**config.mk**
```make
export PLATFORM = sky130hd
export DESIGN_NAME = banda_sequencer
export DESIGN_NICKNAME = d
export VERILOG_FILES = /design/src/rtl/banda_pkg.sv /design/src/rtl/banda_work_timer.sv /design/src/rtl/banda_sequencer.sv
export SDC_FILE = /design/constraint.sdc
export NUM_CORES = 1
export LEC_CHECK = 0
export CORE_MARGIN = 5
export CORE_UTILIZATION = 30
export CTS_CLUSTER_DIAMETER = 150
export CTS_CLUSTER_SIZE = 20
export DETAILED_ROUTE_END_ITERATION = 10
export GPL_ROUTABILITY_DRIVEN = 0
export MAX_ROUTING_LAYER = met4
export SYNTH_ARGS = -nofsm -noshare
export SYNTH_HDL_FRONTEND = slang
export SYNTH_SLANG_ARGS = --single-unit
```
**constraint.sdc**
```tcl
create_clock -name clk -period 2.97 [get_ports clk]
set_input_delay 0.297 -clock clk [delete_from_list [all_inputs] [get_ports clk]]
set_output_delay 0.297 -clock clk [all_outputs]
set_load 0.03 [all_outputs]
```
**src/rtl/banda_pkg.sv**
```systemverilog
// Shared types for the banda (assembly-line) sequencer: state encoding and helpers.
package banda_pkg;

  localparam int STATE_W = 2;

  typedef enum logic [STATE_W-1:0] {
    IDLE     = 2'd0,
    SHIFT    = 2'd1,
    WORK     = 2'd2,
    WAIT_OUT = 2'd3
  } state_t;

  // Counter width able to hold 0..n-1, never narrower than one bit.
  function automatic int cnt_width(input int n);
    return (n < 2) ? 1 : $clog2(n);
  endfunction

endpackage

```
**src/rtl/banda_work_timer.sv**
```systemverilog
// Load/count timer with a terminal-count flag at CYC-1; used for WORK steps and WAIT_OUT timeout.
module banda_work_timer
  import banda_pkg::*;
#(
  parameter int CYC = 3
) (
  input  logic clk,
  input  logic reset,
  input  logic load,
  input  logic en,
  output logic tc
);

  localparam int W = cnt_width(CYC);
  localparam logic [W-1:0] LAST = W'(CYC - 1);

  logic [W-1:0] cnt;

  // Holds at LAST so a long enable never wraps back through the terminal count.
  always_ff @(posedge clk) begin
    if (reset || load) begin
      cnt <= '0;
    end else if (en && (cnt != LAST)) begin
      cnt <= cnt + 1'b1;
    end
  end

  assign tc = en && (cnt == LAST);

endmodule

```
**src/rtl/banda_sequencer.sv**
```systemverilog
// Banda sequencer: SHIFT/WORK stepping of NUM_ST station occupancy bits with output handshake.
// Optional WAIT_OUT timeout flag enabled by defining BANDA_TIMEOUT_EN.
module banda_sequencer
  import banda_pkg::*;
#(
  parameter int NUM_ST   = 4,
  parameter int PROC_CYC = 3,
  parameter int CNT_W    = 8,
  parameter int TMO_CYC  = 16
) (
  input  logic               clk,
  input  logic               reset,
  input  logic               start,
  input  logic               halt,
  input  logic               in_valid,
  output logic               in_ready,
  input  logic               out_ready,
  output logic               item_out,
  output logic               shift_en,
  output logic [NUM_ST-1:0]  st_busy,
  output logic [NUM_ST-1:0]  occ,
  output logic [CNT_W-1:0]   done_cnt,
  output logic [STATE_W-1:0] state_o,
  output logic               timeout
);

  if (NUM_ST < 2 || PROC_CYC < 1 || TMO_CYC < 1) begin : g_param_chk
    $error("banda_sequencer: NUM_ST>=2, PROC_CYC>=1, TMO_CYC>=1 required");
  end

  state_t            state, state_nxt;
  logic              halt_pend;
  logic              work_done;
  logic [NUM_ST-1:0] occ_d;

  banda_work_timer #(.CYC(PROC_CYC)) u_work_timer (
    .clk   (clk),
    .reset (reset),
    .load  (state != WORK),
    .en    (state == WORK),
    .tc    (work_done)
  );

  always_ff @(posedge clk) begin
    if (reset) begin
      state <= IDLE;
    end else begin
      state <= state_nxt;
    end
  end

  always_comb begin
    state_nxt = state;
    case (state)
      IDLE:     if (start && !halt) state_nxt = SHIFT;
      SHIFT:    state_nxt = WORK;
      WORK: begin
        if (work_done) begin
          if (halt_pend)                           state_nxt = IDLE;
          else if (occ[NUM_ST-1] && !out_ready)    state_nxt = WAIT_OUT;
          else                                     state_nxt = SHIFT;
        end
      end
      WAIT_OUT: if (out_ready) state_nxt = SHIFT;
      default:  state_nxt = IDLE;
    endcase
  end

  always_comb begin
    shift_en = (state == SHIFT);
    in_ready = in_valid && (state == SHIFT);
    item_out = occ[NUM_ST-1] && (state == SHIFT);
    st_busy  = occ & {NUM_ST{state == WORK}};
    state_o  = state;
  end

  // A halt seen while running is remembered until the line actually parks in IDLE.
  always_ff @(posedge clk) begin
    if (reset) begin
      halt_pend <= 1'b0;
    end else if ((state != IDLE) && (state_nxt == IDLE)) begin
      halt_pend <= 1'b0;
    end else if (halt && (state != IDLE)) begin
      halt_pend <= 1'b1;
    end
  end

  assign occ_d = {occ[NUM_ST-2:0], in_valid};

  for (genvar i = 0; i < NUM_ST; i++) begin : g_station
    always_ff @(posedge clk) begin
      if (reset) begin
        occ[i] <= 1'b0;
      end else if (shift_en) begin
        occ[i] <= occ_d[i];
      end
    end
  end

  always_ff @(posedge clk) begin
    if (reset) begin
      done_cnt <= '0;
    end else if (item_out) begin
      done_cnt <= done_cnt + CNT_W'(1);
    end
  end

`ifdef BANDA_TIMEOUT_EN
  logic tmo_tc;

  banda_work_timer #(.CYC(TMO_CYC)) u_tmo_timer (
    .clk   (clk),
    .reset (reset),
    .load  (state != WAIT_OUT),
    .en    (state == WAIT_OUT),
    .tc    (tmo_tc)
  );

  always_ff @(posedge clk) begin
    if (reset) begin
      timeout <= 1'b0;
    end else if (tmo_tc) begin
      timeout <= 1'b1;
    end
  end
`else
  assign timeout = 1'b0;
`endif

endmodule

```
==> qor_table.md <==
| Metric | Value | Unit |
|---|---|---|
| Nets | 130 | - |
| Share of the core filled with cells in the final layout | 43.29 | % |
| Placed insts | 147 | - |
| Count of non-filler cells in the finished layout | 151 | - |
| Deepest level of the CTS H-tree | 1 | - |
| Main flop type after synthesis | dfxtp_1 | - |
| Class of the most critical setup path | flop to output port | - |
| Arrival @ worst endpoint | 2.00 | ns |
| Area fraction in compound gates after synthesis | 14.69 | % |
| Power Dens Cells | 386.2 | nW/um2 |
| Simple-gate share of the synthesized area | 28.75 | % |
| Root cell of the clock tree | clkbuf_4 | - |
| Post-detailed-route via-to-cell ratio | 4.967 | - |
| Cell count after synthesis | 96 | - |
| Clock tree from TritonCTS | done | - |
| Most area-consuming cells after synthesis | dfxtp_1 (43%), a21oi_1 (8.2%), nand2_1 (6.2%) | - |
| Routed wire length | 1857 | um |
| Slowest stage cell on the critical path | clkdlybuf4s50_1 | - |
| Top metal layer carrying routed signals | met4 | - |
| EDFF count, synth | 0 | - |
| Number of primary I/O pins | 28 | - |
| Total track usage | 10.80 | % |
| Post-Synthesis Net Count | 104 | - |
| Shortest period the worst path allows | 2.297 | ns |
| Ranking of synthesized cells by instance count | dfxtp_1 (17), a21oi_1 (13), nand2_1 (13) | - |
| Slowest cell delay on critical path | 0.66 | ns |
| Arithmetic-cell share of the synthesized area counting full adders, half adders and majority gates | 3.160 | % |
| Xor/xnor share of the synthesized area | 3.318 | % |
| Max Transition Viols Final | 0 | - |
| Max Root-Sink Buffers | 2 | - |
| Async set-reset flop share out of synthesis | 0 | % |
| Hold-fix buffer count after cts | 0 | - |
| Worst reg2reg endpoint | done_cnt[6] | - |
| Initial Util | 31.68 | % |
| Buffer and inverter count on the worst path | 3 | - |
| Slew of the pin with the lowest slew margin | 0.6488 | ns |
| Levels on crit path | 5 | - |
| Tightest Hold Check Type | flop to flop | - |
| DR vias | 750 | - |
| Share of the cycle needed by the critical path after routing | 77.33 | % |
| WL/cell | 12.30 | um |
| Clock sink count | 17 | - |
| Antenna-violating nets left | 0 | - |
| Routed length on met1 | 883 | um |
| Endpoint of the most critical setup path | in_ready | - |
| Worst setup skew after layout | 0.004833 | ns |
| Standard cell area after detailed placement | 1056 | um2 |
| Critical Path End Type | output port | - |
| Achievable Freq | 435.4 | MHz |
| Start point of the worst min-delay path | occ[0] | - |
| Total power consumption of the routed design | 418.0 | uW |
| Detailed-route DRC error count | 0 | - |
| Count of final setup violators | 0 | - |
| Share of synthesized area spent on multiplexers | 0 | % |
| Leading cell type by number of instances after synthesis | dfxtp_1 | - |
| Die height | 61.38 | um |
| Largest net degree at the start of global routing | 18 | - |
| Fraction of final layout cells sized beyond drive strength 1 | 3.306 | % |
| Register clock-pin slew on the reported worst setup and hold paths | 0.10 | ns |
| Pre-antenna DRT Iters | 4 | - |
| Remaining global-route overflow | 0 | - |
| Area inside the core boundary | 2500 | um2 |
| Detailed route wirelength on metal2 | 840 | um |
| Most common cell type on the critical path | inv_1 | - |
| Final hold violations | 0 | - |
| Placement Setup Slack | 0.9889 | ns |
| Antenna violations before repair | 0 | - |
| Top delay family on crit path | buffers and inverters | - |
| Via count of the first global-routing pass | 688 | - |
| Final worst-path setup slack | 0.6733 | ns |
| Maximum vdd ir drop | 317.5 | uV |
| Number of maximum-capacitance constraint violations | 0 | - |
| Run status | finished, final reports clean | - |
| Proportion of netlist area held by the largest area contributor | 42.97 | % |
| Detailed placement HPWL | 1340 | um |
| Largest area contributor in the synthesized netlist | dfxtp_1 | - |
| Combinational family with the most area after synthesis | simple AND/OR/NAND/NOR gates | - |
| Area of the mapped netlist | 792.0 | um2 |
| Final antenna diode count | 0 | - |
| Number of CTS-inserted buffers | 3 | - |
| Source of the critical timing path | state_o[0] | - |
| Worst skew pair latency | 0.28 | ns |
| Worst hold slack | 0.4928 | ns |
| Accumulated negative setup slack | 0 | ns |
| Setup Buffers After CTS | 0 | - |
| Depth of the most critical reg-to-reg path | 3 | - |
| Area delta synth->final | 36.65 | % |
| Summed area of non-filler cells in the final layout | 1082 | um2 |
| # rows | 18 | - |
| Pleak | 0.3819 | nW |
| Critical Path RT | 2.67 | ns |
| Number of synthesized register bits | 17 | - |
| Worst slew slack as a fraction of its limit | 56.61 | % |
| Full die area | 3768 | um2 |
| Kind of launch point of the worst setup path | flop | - |
| Ordered cell list for the critical path | nand2b_4 -> inv_1 -> nand2_1 -> inv_1 -> clkdlybuf4s50_1 | - |
| Met3 Routed Length | 125 | um |
| Chip width | 61.38 | um |
| Synth Warn # | 0 | - |
| Mean cell area of the mapped netlist | 8.250 | um2 |
| Crit path max fanout | 11 | - |
| Wire length of the first global-routing pass | 2939 | um |
| Part of the Yosys area used for sequential elements | 42.97 | % |
| Setup slack of the most critical reg-to-reg path | 1.50 | ns |
| Yosys cell types | 28 | - |
| Post-cts sizing count | 0 | - |
| Number of DRC markers after the initial detailed-route iteration | 21 | - |
| IO buf count | 26 | - |
| Setup repair after global routing missed its margin | false | - |
| R2R Path Start | state_o[0] | - |
## routing by layer
metal  up-vias  global-route usage [%]
met2        19                   16.77
met5         -                       -
met3         2                   4.822
met1       349                   12.41
li1        380                       -
met4         0                   3.636
## logic make-up (layout without fill, tap and decap cells)
logic type	count (synthesis)	in the layout
xor+xnor	3	3
other cells	1	1
buf+inv	10	35
simple gates	42	42
compound gates	21	21
fa+ha+maj	2	2
flops	17	17
## state kept, by name (all words and copies together) (netlist names)
| signal | cells |
|---|---|
| state_o | 2 |
| halt_pend | 1 |
| u_work_timer.cnt | 2 |
| occ | 4 |
| done_cnt | 8 |
## area by class of cell
cell class / count / area, um2
multi-input cells: 69 / 399.1
fillers: 245 / 1418
inverters: 5 / 18.77
repair buffers: 26 / 260.3
clock buffers: 4 / 26.28
well taps: 30 / 37.54
flip-flops and latches: 17 / 340.3
## worst reg2reg max path, stage by stage, from the launching register on
cell      delay [ns]
dfxtp_1         0.56
nand4b_1        0.27
or3_1           0.40
a21oi_1         0.17
## cells in the final DEF, fill, tap and decap left out, drive strengths merged
cell type,Yosys,final
clkdlybuf4s50,0,26
dfxtp,17,17
nand2,13,13
a21oi,13,13
nor2,6,6
inv,5,5
and2,4,4
o21ai,4,4
clkbuf,1,4
nor3,3,3
xor2,3,3
nand4,3,3
or3,3,3
nor3b,2,2
o31ai,2,2
or4,2,2
ha,2,2
nand3b,1,1
nand2b,1,1
nor2b,1,1
or2b,1,1
nand3,1,1
nand4b,1,1
o21a,1,1
a311oi,1,1
conb,1,1
## how the worst min path moves through the flow
stage / to / slack (ns) / depth (start not counted)
floorplan: occ[0] / 0.46 / 2
global placement: done_cnt[7] / 0.47 / 2
detailed placement: occ[3] / 0.48 / 2
CTS: occ[3] / 0.50 / 2
global route: occ[1] / 0.52 / 2
finish: occ[1] / 0.49 / 2
## report_power, final
part	switching, mW	internal (mW)	leakage (nW)
registers	0.00819	0.233	0.137
clock network	0.0700	0.0521	0.0150
logic	0.0310	0.0238	0.229
(Power assumes the default switching activity.)
